### config.mk
export PLATFORM = sky130hd
export DESIGN_NAME = pc_fetch_sequencer_flat
export DESIGN_NICKNAME = d
export VERILOG_FILES = /design/src/rtl/pc_fetch_if.sv /design/src/rtl/pc_fetch_sequencer.sv /design/src/flat_wrapper.sv
export SDC_FILE = /design/constraint.sdc
export NUM_CORES = 1
export LEC_CHECK = 0
export CAP_MARGIN = 10
export CORE_MARGIN = 3
export CORE_UTILIZATION = 60
export DETAILED_ROUTE_END_ITERATION = 16
export PLACE_DENSITY = 0.9
export SLEW_MARGIN = 20
export SYNTH_ARGS = -nofsm -noshare
export SYNTH_HDL_FRONTEND = slang
export SYNTH_SLANG_ARGS = --single-unit
### constraint.sdc
create_clock -name clk -period 5.13 [get_ports clk]
set_input_delay 1.026 -clock clk [delete_from_list [all_inputs] [get_ports clk]]
set_output_delay 1.026 -clock clk [all_outputs]
set_load 0.005 [all_outputs]
### src/rtl/pc_fetch_if.sv
// Fetch request channel between the PC sequencer (master) and the memory controller (slave).
interface pc_fetch_if #(
   parameter int unsigned DATA_WIDTH = 32
) ();
   logic                  fetch_req;
   logic                  fetch_ready;
   logic [DATA_WIDTH-1:0] fetch_addr;

   modport master (output fetch_req, output fetch_addr, input fetch_ready);
   modport slave  (input fetch_req, input fetch_addr, output fetch_ready);
endinterface

### src/rtl/pc_fetch_sequencer.sv
// Fetch-stage program counter: prioritised next-PC selection, circular return-address
// stack, and a BOOT/RUN/HALT sequencer gating fetch requests.
module pc_fetch_sequencer #(
   parameter int unsigned                 DATA_WIDTH   = 32,
   parameter logic [DATA_WIDTH-1:0]       RESET_VECTOR = '0,
   parameter logic [DATA_WIDTH-1:0]       TRAP_VECTOR  = DATA_WIDTH'(32'h100),
   parameter int unsigned                 PC_STEP      = 4,
   parameter int unsigned                 ALIGN_BITS   = 2,
   parameter int unsigned                 RAS_DEPTH    = 4,
   localparam int unsigned                PTR_W        = $clog2(RAS_DEPTH),
   localparam int unsigned                CNT_W        = PTR_W + 1
) (
   input  logic                  clk,
   input  logic                  rst,
   input  logic                  stall,
   input  logic                  halt,
   input  logic                  resume,
   input  logic                  trap,
   input  logic                  redirect_valid,
   input  logic [DATA_WIDTH-1:0] redirect_pc,
   input  logic                  ras_push,
   input  logic                  ras_pop,
   pc_fetch_if.master            fetch,
   output logic [DATA_WIDTH-1:0] pc,
   output logic [CNT_W-1:0]      ras_count,
   output logic                  ras_overflow,
   output logic                  ras_underflow,
   output logic                  misalign
);

   localparam logic [DATA_WIDTH-1:0] ALIGN_MASK = DATA_WIDTH'((64'd1 << ALIGN_BITS) - 64'd1);
   localparam logic [DATA_WIDTH-1:0] STEP       = DATA_WIDTH'(PC_STEP);
   localparam logic [CNT_W-1:0]      FULL       = CNT_W'(RAS_DEPTH);

   typedef enum logic [1:0] {BOOT, RUN, HALT} state_e;

   state_e                state_q, state_d;
   logic [DATA_WIDTH-1:0] pc_q, pc_d;
   logic [DATA_WIDTH-1:0] ras_q [RAS_DEPTH];
   logic [DATA_WIDTH-1:0] ras_d [RAS_DEPTH];
   logic [PTR_W-1:0]      top_q, top_d;
   logic [CNT_W-1:0]      count_q, count_d;
   logic                  ovf_q, ovf_d, unf_q, unf_d, mis_q, mis_d;

   logic                  run, advance;
   logic [DATA_WIDTH-1:0] pc_seq;
   logic [PTR_W-1:0]      top_inc, top_dec;

   assign run     = (state_q == RUN);
   assign advance = run && fetch.fetch_ready && !stall;
   assign pc_seq  = pc_q + STEP;
   assign top_inc = top_q + PTR_W'(1);
   assign top_dec = top_q - PTR_W'(1);

   // Next-state, next-PC and RAS update; trap and redirect freeze the RAS.
   always_comb begin
      state_d = state_q;
      pc_d    = pc_q;
      ras_d   = ras_q;
      top_d   = top_q;
      count_d = count_q;
      ovf_d   = 1'b0;
      unf_d   = 1'b0;
      mis_d   = 1'b0;

      unique case (state_q)
         BOOT:    state_d = RUN;
         RUN:     if (halt && !trap && !redirect_valid) state_d = HALT;
         HALT:    if (resume || trap) state_d = RUN;
         default: state_d = BOOT;
      endcase

      if ((run || state_q == HALT) && trap) begin
         pc_d = TRAP_VECTOR;
      end else if (run && redirect_valid) begin
         pc_d  = redirect_pc & ~ALIGN_MASK;
         mis_d = |(redirect_pc & ALIGN_MASK);
      end else if (advance) begin
         pc_d = pc_seq;
         if (ras_push && ras_pop && count_q != '0) begin
            pc_d         = ras_q[top_q];
            ras_d[top_q] = pc_seq;
         end else if (ras_push) begin
            ras_d[top_inc] = pc_seq;
            top_d          = top_inc;
            if (count_q == FULL) ovf_d = 1'b1;
            else                 count_d = count_q + CNT_W'(1);
         end else if (ras_pop) begin
            if (count_q != '0) begin
               pc_d    = ras_q[top_q];
               top_d   = top_dec;
               count_d = count_q - CNT_W'(1);
            end else begin
               unf_d = 1'b1;
            end
         end
      end
   end

   always_ff @(posedge clk or negedge rst) begin
      if (!rst) begin
         state_q <= BOOT;
         pc_q    <= RESET_VECTOR;
         top_q   <= '0;
         count_q <= '0;
         ovf_q   <= 1'b0;
         unf_q   <= 1'b0;
         mis_q   <= 1'b0;
         for (int i = 0; i < int'(RAS_DEPTH); i++) ras_q[i] <= '0;
      end else begin
         state_q <= state_d;
         pc_q    <= pc_d;
         top_q   <= top_d;
         count_q <= count_d;
         ovf_q   <= ovf_d;
         unf_q   <= unf_d;
         mis_q   <= mis_d;
         ras_q   <= ras_d;
      end
   end

   assign fetch.fetch_req  = run;
   assign fetch.fetch_addr = pc_q;
   assign pc               = pc_q;
   assign ras_count        = count_q;
   assign ras_overflow     = ovf_q;
   assign ras_underflow    = unf_q;
   assign misalign         = mis_q;

endmodule

### src/flat_wrapper.sv
// flat-port wrapper written by rule: the top's interface ports become plain ports
module pc_fetch_sequencer_flat 
#(
   parameter int unsigned                 DATA_WIDTH   = 32,
   parameter logic [DATA_WIDTH-1:0]       RESET_VECTOR = '0,
   parameter logic [DATA_WIDTH-1:0]       TRAP_VECTOR  = DATA_WIDTH'(32'h100),
   parameter int unsigned                 PC_STEP      = 4,
   parameter int unsigned                 ALIGN_BITS   = 2,
   parameter int unsigned                 RAS_DEPTH    = 4,
   localparam int unsigned                PTR_W        = $clog2(RAS_DEPTH),
   localparam int unsigned                CNT_W        = PTR_W + 1
)
  (clk, rst, stall, halt, resume, trap, redirect_valid, redirect_pc, ras_push, ras_pop, pc, ras_count, ras_overflow, ras_underflow, misalign, fetch_fetch_req, fetch_fetch_addr, fetch_fetch_ready);
  pc_fetch_if #(.DATA_WIDTH(DATA_WIDTH)) fetch_i ();
  input  logic clk;
  input  logic rst;
  input  logic stall;
  input  logic halt;
  input  logic resume;
  input  logic trap;
  input  logic redirect_valid;
  input  logic [DATA_WIDTH-1:0] redirect_pc;
  input  logic ras_push;
  input  logic ras_pop;
  output logic [DATA_WIDTH-1:0] pc;
  output logic [CNT_W-1:0] ras_count;
  output logic ras_overflow;
  output logic ras_underflow;
  output logic misalign;
  output wire logic [$bits(fetch_i.fetch_req)-1:0] fetch_fetch_req;
  output wire logic [$bits(fetch_i.fetch_addr)-1:0] fetch_fetch_addr;
  input wire logic [$bits(fetch_i.fetch_ready)-1:0] fetch_fetch_ready;
  assign fetch_fetch_req = fetch_i.fetch_req;
  assign fetch_fetch_addr = fetch_i.fetch_addr;
  assign fetch_i.fetch_ready = fetch_fetch_ready;
  pc_fetch_sequencer #(.DATA_WIDTH(DATA_WIDTH), .RESET_VECTOR(RESET_VECTOR), .TRAP_VECTOR(TRAP_VECTOR), .PC_STEP(PC_STEP), .ALIGN_BITS(ALIGN_BITS), .RAS_DEPTH(RAS_DEPTH)) u_core (.clk(clk), .rst(rst), .stall(stall), .halt(halt), .resume(resume), .trap(trap), .redirect_valid(redirect_valid), .redirect_pc(redirect_pc), .ras_push(ras_push), .ras_pop(ras_pop), .fetch(fetch_i), .pc(pc), .ras_count(ras_count), .ras_overflow(ras_overflow), .ras_underflow(ras_underflow), .misalign(misalign));
endmodule
### Word-level counts from Yosys, hierarchy flattened

Index checks and enable logic that the tools add are counted.

* $add $sub $neg: 5
* multipliers: 0
* divide/modulo/power cells: 0
* magnitude comparators: 4
* equality and inequality tests: 6
* shift operators: 0
* mux-type cells: 43
* bitwise logic cells: 5
* reduce and logical (&&, ||, !) cells: 26

Operators by type and width (number)
* 2-to-1 mux 32 bit: 11
* bitwise mux 128 bit: 2
* 2-to-1 mux 128 bit: 2
* demux 32 bit (select 2 bit): 2
* binary-select mux 32 bit (select 2 bit): 1
* adder 32 x 3 -> 32 bit (second input constant): 1
* 2-to-1 mux 1 bit: 15
* 2-to-1 mux 3 bit: 4
* logical AND 1 bit: 10
* 2-to-1 mux 2 bit: 5
* AND reduction 7 bit: 1
* greater-or-equal comparator 3 bit (second input constant): 2
* less-than comparator 3 x 1 -> 1 bit (second input constant): 2
* NOT 2 -> 3 bit: 2
* one-hot mux 2 bit (3 select lines): 1
* AND reduction 6 bit: 1
* nonzero test 2 bit: 3
* nonzero test 3 bit: 2
* inequality test 2 bit (second input constant): 2
* AND reduction 4 bit: 1
* adder 3 x 1 -> 3 bit (second input constant): 1
* == test 3 bit (second input constant): 1
* logical NOT 1 bit: 3
* NOT 1 bit: 3
* other kinds (10): 11

* register bits after elaboration: 170
* latch bits: 0
* bits in writable memories: 0
* memory bits (read-only): 0
* input bits: 42
* output and inout port bits: 71
* word-level logic and storage cells: 100
* memories kept: 0

### Longest topological paths before layout

* depth in word-level cells: 11
* mapped depth: 10
* mapped depth without buffers: 7

### Least setup slack after synthesis

Ideal clock, no wire load.

* path kind: input to register
* start: input trap
* end: register u_core.ras_q[3] in the netlist's numbering
* setup time: 0.125 ns
* arrival time: 2.720 ns
* required time: 5.005 ns
* slack: 2.285 ns
* stages: 7
* buffers on the path: 3
* cells stage by stage: and2_1 > clkbuf_1 > or3_1 > buf_2 > nor3_4 > buf_2 > mux2_2

* cells in the longest elaborated chain, start to end: 3

RTL lines
* from (decl): RTL line flat_wrapper.sv:20 `input logic trap;`
* logical AND 1 bit: RTL line pc_fetch_sequencer.sv:73 `if ((run || state_q == HALT) && trap) begin`
* NOT 1 bit (no line)
* AND reduction 4 bit (no line)
* to (signal assigned): RTL line pc_fetch_sequencer.sv:118 `ras_q <= ras_d;`
* to (decl): RTL line pc_fetch_sequencer.sv:39 `logic [DATA_WIDTH-1:0] ras_q [RAS_DEPTH];`

Every way passes these cells.
A chain may end at the register's enable or synchronous reset.

### Worst setup path in the final report

* start: input trap
* end: register u_core.ras_q[116] in the netlist's numbering

Same word-level chain as after synthesis.

==> reports/results.txt <==
Status - complete, no violations
Setup CP Type - in -> reg
Total CTS buffers - 17
Hold Fails Final Rpt - 0
Post-CTS sizing - 0
Drt wl/cell - 21.93 µm
NumNets Final - 975
Tot GR Track Use - 0.3142
Synth Register Bits - 170
Max Clock Skew - 8.882 ps
Global route overflow - 0
Number of setup violations in the final report - 0
Clock slew at reported path FFs - 70 ps
Vias/cell - 6.622
Synth Instances - 871
Combinational family with the most area after synthesis - compound AO/OA/AOI/OAI gates
Worst skew pair latency - 430 ps
LEAKAGE - 4.399 nW
Row count - 43
CTS tree - done
Share of flip-flops with an asynchronous set or reset - 1.000
Initial antenna violation count - 0
Layout cells sized above 1 - 0.1134
CTS sink count - 170
Dpl cell area - 9797 µm²
Post-synthesis mux area share - 0.1095
Syn_area_per_cell - 10.13 µm²
Power per cell area - 567.4 nW/µm²
IO Port Bufs - 112
Dpl ws - 1172 ps
Vias after detailed routing - 7383
EDFF count, synth - 0
Ports - 113
Most common cell after layout, fill and taps aside - dfrtp_1
Worst Setup End Kind - register
Register area share after synthesis - 0.4821
Cell area after synthesis - 8823 µm²
CP arrival - 3930 ps
Max-cap violation count - 0
Post-Route WL - 24450 µm
Pre-Repair DR Iteration Count - 8
ANT nets after route - 0
Worst setup margin - 1537 ps
Period utilization - 0.7004
Compound-cell area share of the yosys netlist - 0.1608
Number of diodes - 0
Synth warn - 0
Xor/xnor share of the synthesized area - 0.02680
Synth Area in Simple Gates - 0.1418
RSZ-0062 raised after global routing - no
Synth top area share - 0.4821
Max Clk Rate - 278.3 MHz
Drt first-iter violations - 1306
Root buffer cell - clkbuf_16
Cts hold-fix bufs - 0
First-pass GRT wire length - 39650 µm
Most frequent cells in the layout - 169 x dfrtp_1, 148 x nor2_1, 130 x a21oi_1
Initial Util - 0.6236
CP Max Fanout - 28
Synth area leader - dfrtp_1
Final GP Congestion - 0.9038
Area of the core - 14150 µm²
Slew headroom - 0.3641
Hold Path Class - reg -> reg
Detailed Place HPWL - 15770 µm
DRC viols - 0
Min cycle time layout - 3593 ps
H-tree depth - 4
Ranking of synthesized cells by area - dfrtp_1 48%, mux4_2 8.2%, a21oi_1 7.4%
Die Y - 127.3 µm
Setup TNS - 0 ps
Ys flop type - dfrtp_1
Die X - 127.3 µm
Syn_nets - 924
Crit path launch type - input pin
Synth Area in Adders - 0.01645
Layout area overhead - 17.38%
Yosys cell types - 59
Worst slew pin tran - 950.8 ps
Largest net degree at the start of global routing - 90
Fin util - 0.7320
Max Root-Sink Buffers - 2
Worst IR Drop VDD - 0.0003041 V
Slew Limit Fails - 0
Post-route cell area - 10360 µm²
Number of global-route vias before repair - 7423
Req. time, crit path - 5470 ps
Die area - 16200 µm²
Setup bufs post-CTS - 0
per-layer routing:
metal  global-route usage  part of all wire  vias to the layer above  routed length [µm]
met5                    0                 0                        -                   0
met4               0.1350             0.033                        0                 810
met3              0.06062              0.10                       89                2532
met2               0.5014              0.48                      514               11790
met1               0.4251              0.38                     3597                9321
li1                     -                 -                     3183                   -
cells in the mapped netlist, drive strengths merged, types with 12 or more instances:
master    n
nor2    148
xor2     13
a21oi   134
xnor2    14
o21ai    33
dfrtp   170
mux2     12
nand3    21
clkbuf   30
nand2    31
buf      63
mux4     32
nor3     22
area by class of cell:
type	instances	area [µm²]
clock buffers	19	452.9
well taps	180	225.2
repair buffers	125	1245
inverters	11	41.29
flip-flops and latches	170	4255
clock inverters	13	106.4
fillers	892	3792
multi-input cells	597	4031
power by group:
part           total, mW  internal (mW)  leakage (nW)  switching [mW]
Clock               1.23          0.656         0.267           0.571
Sequential          2.29           1.80          2.24           0.488
Combinational       2.36           1.16          1.90            1.20
worst max-delay path: stages:
cell and delay, ps:
clkdlybuf4s50_1 480, and2_1 270, or3_1 670, nor3_4 810
buf_4 420, nor2_1 70, a21oi_1 170
logic make-up after synthesis:
kind of cell	count (synthesis)
DFF	170
and+or+nand+nor	269
AOI/OAI and AO/OA	235
buffers and inverters	104
adders and majority gates	11
muxes	55
xor gates and xnor gates	27
state kept, by name, summed over array words and instances (netlist names):
signal,flops
u_core.top_q,2
u_core.ras_underflow,1
u_core.ras_count,3
u_core.ras_overflow,1
u_core.misalign,1
u_core.fetch.fetch_addr,32
u_core.state_q,2
u_core.ras_q,128
path summary, 6_finish.rpt:
path | start | cells past startpoint | slack, ps | endpoint
max in group asynchronous | rst | 2 | 3540 | u_core.ras_q[103]$_DFFE_PN0P_
setup / recovery | trap | 7 | 1540 | u_core.ras_q[116]$_DFFE_PN0P_
setup reg to reg | u_core.state_q[0]$_DFFE_PN0P_ | 8 | 1880 | u_core.ras_q[116]$_DFFE_PN0P_
min in group asynchronous | rst | 1 | 660 | u_core.ras_count[0]$_DFFE_PN0P_
hold reg to reg | u_core.ras_q[99]$_DFFE_PN0P_ | 1 | 490 | u_core.ras_q[99]$_DFFE_PN0P_
hold / removal | u_core.ras_q[99]$_DFFE_PN0P_ | 1 | 490 | u_core.ras_q[99]$_DFFE_PN0P_
per-stage QoR:
stage | std cells | hold WS (ps) | total power [mW]
2_1_floorplan | 871 | 453.3 | 3.704
3_3_place_gp | 1083 | 472.9 | 4.438
3_5_place_dp | 1083 | 474.4 | 4.561
4_1_cts | 1115 | 489.9 | 5.833
5_1_grt | 1115 | 512.0 | 6.161
6_report | 1115 | 491.2 | 5.877
Power figures use the tool's default switching activity.
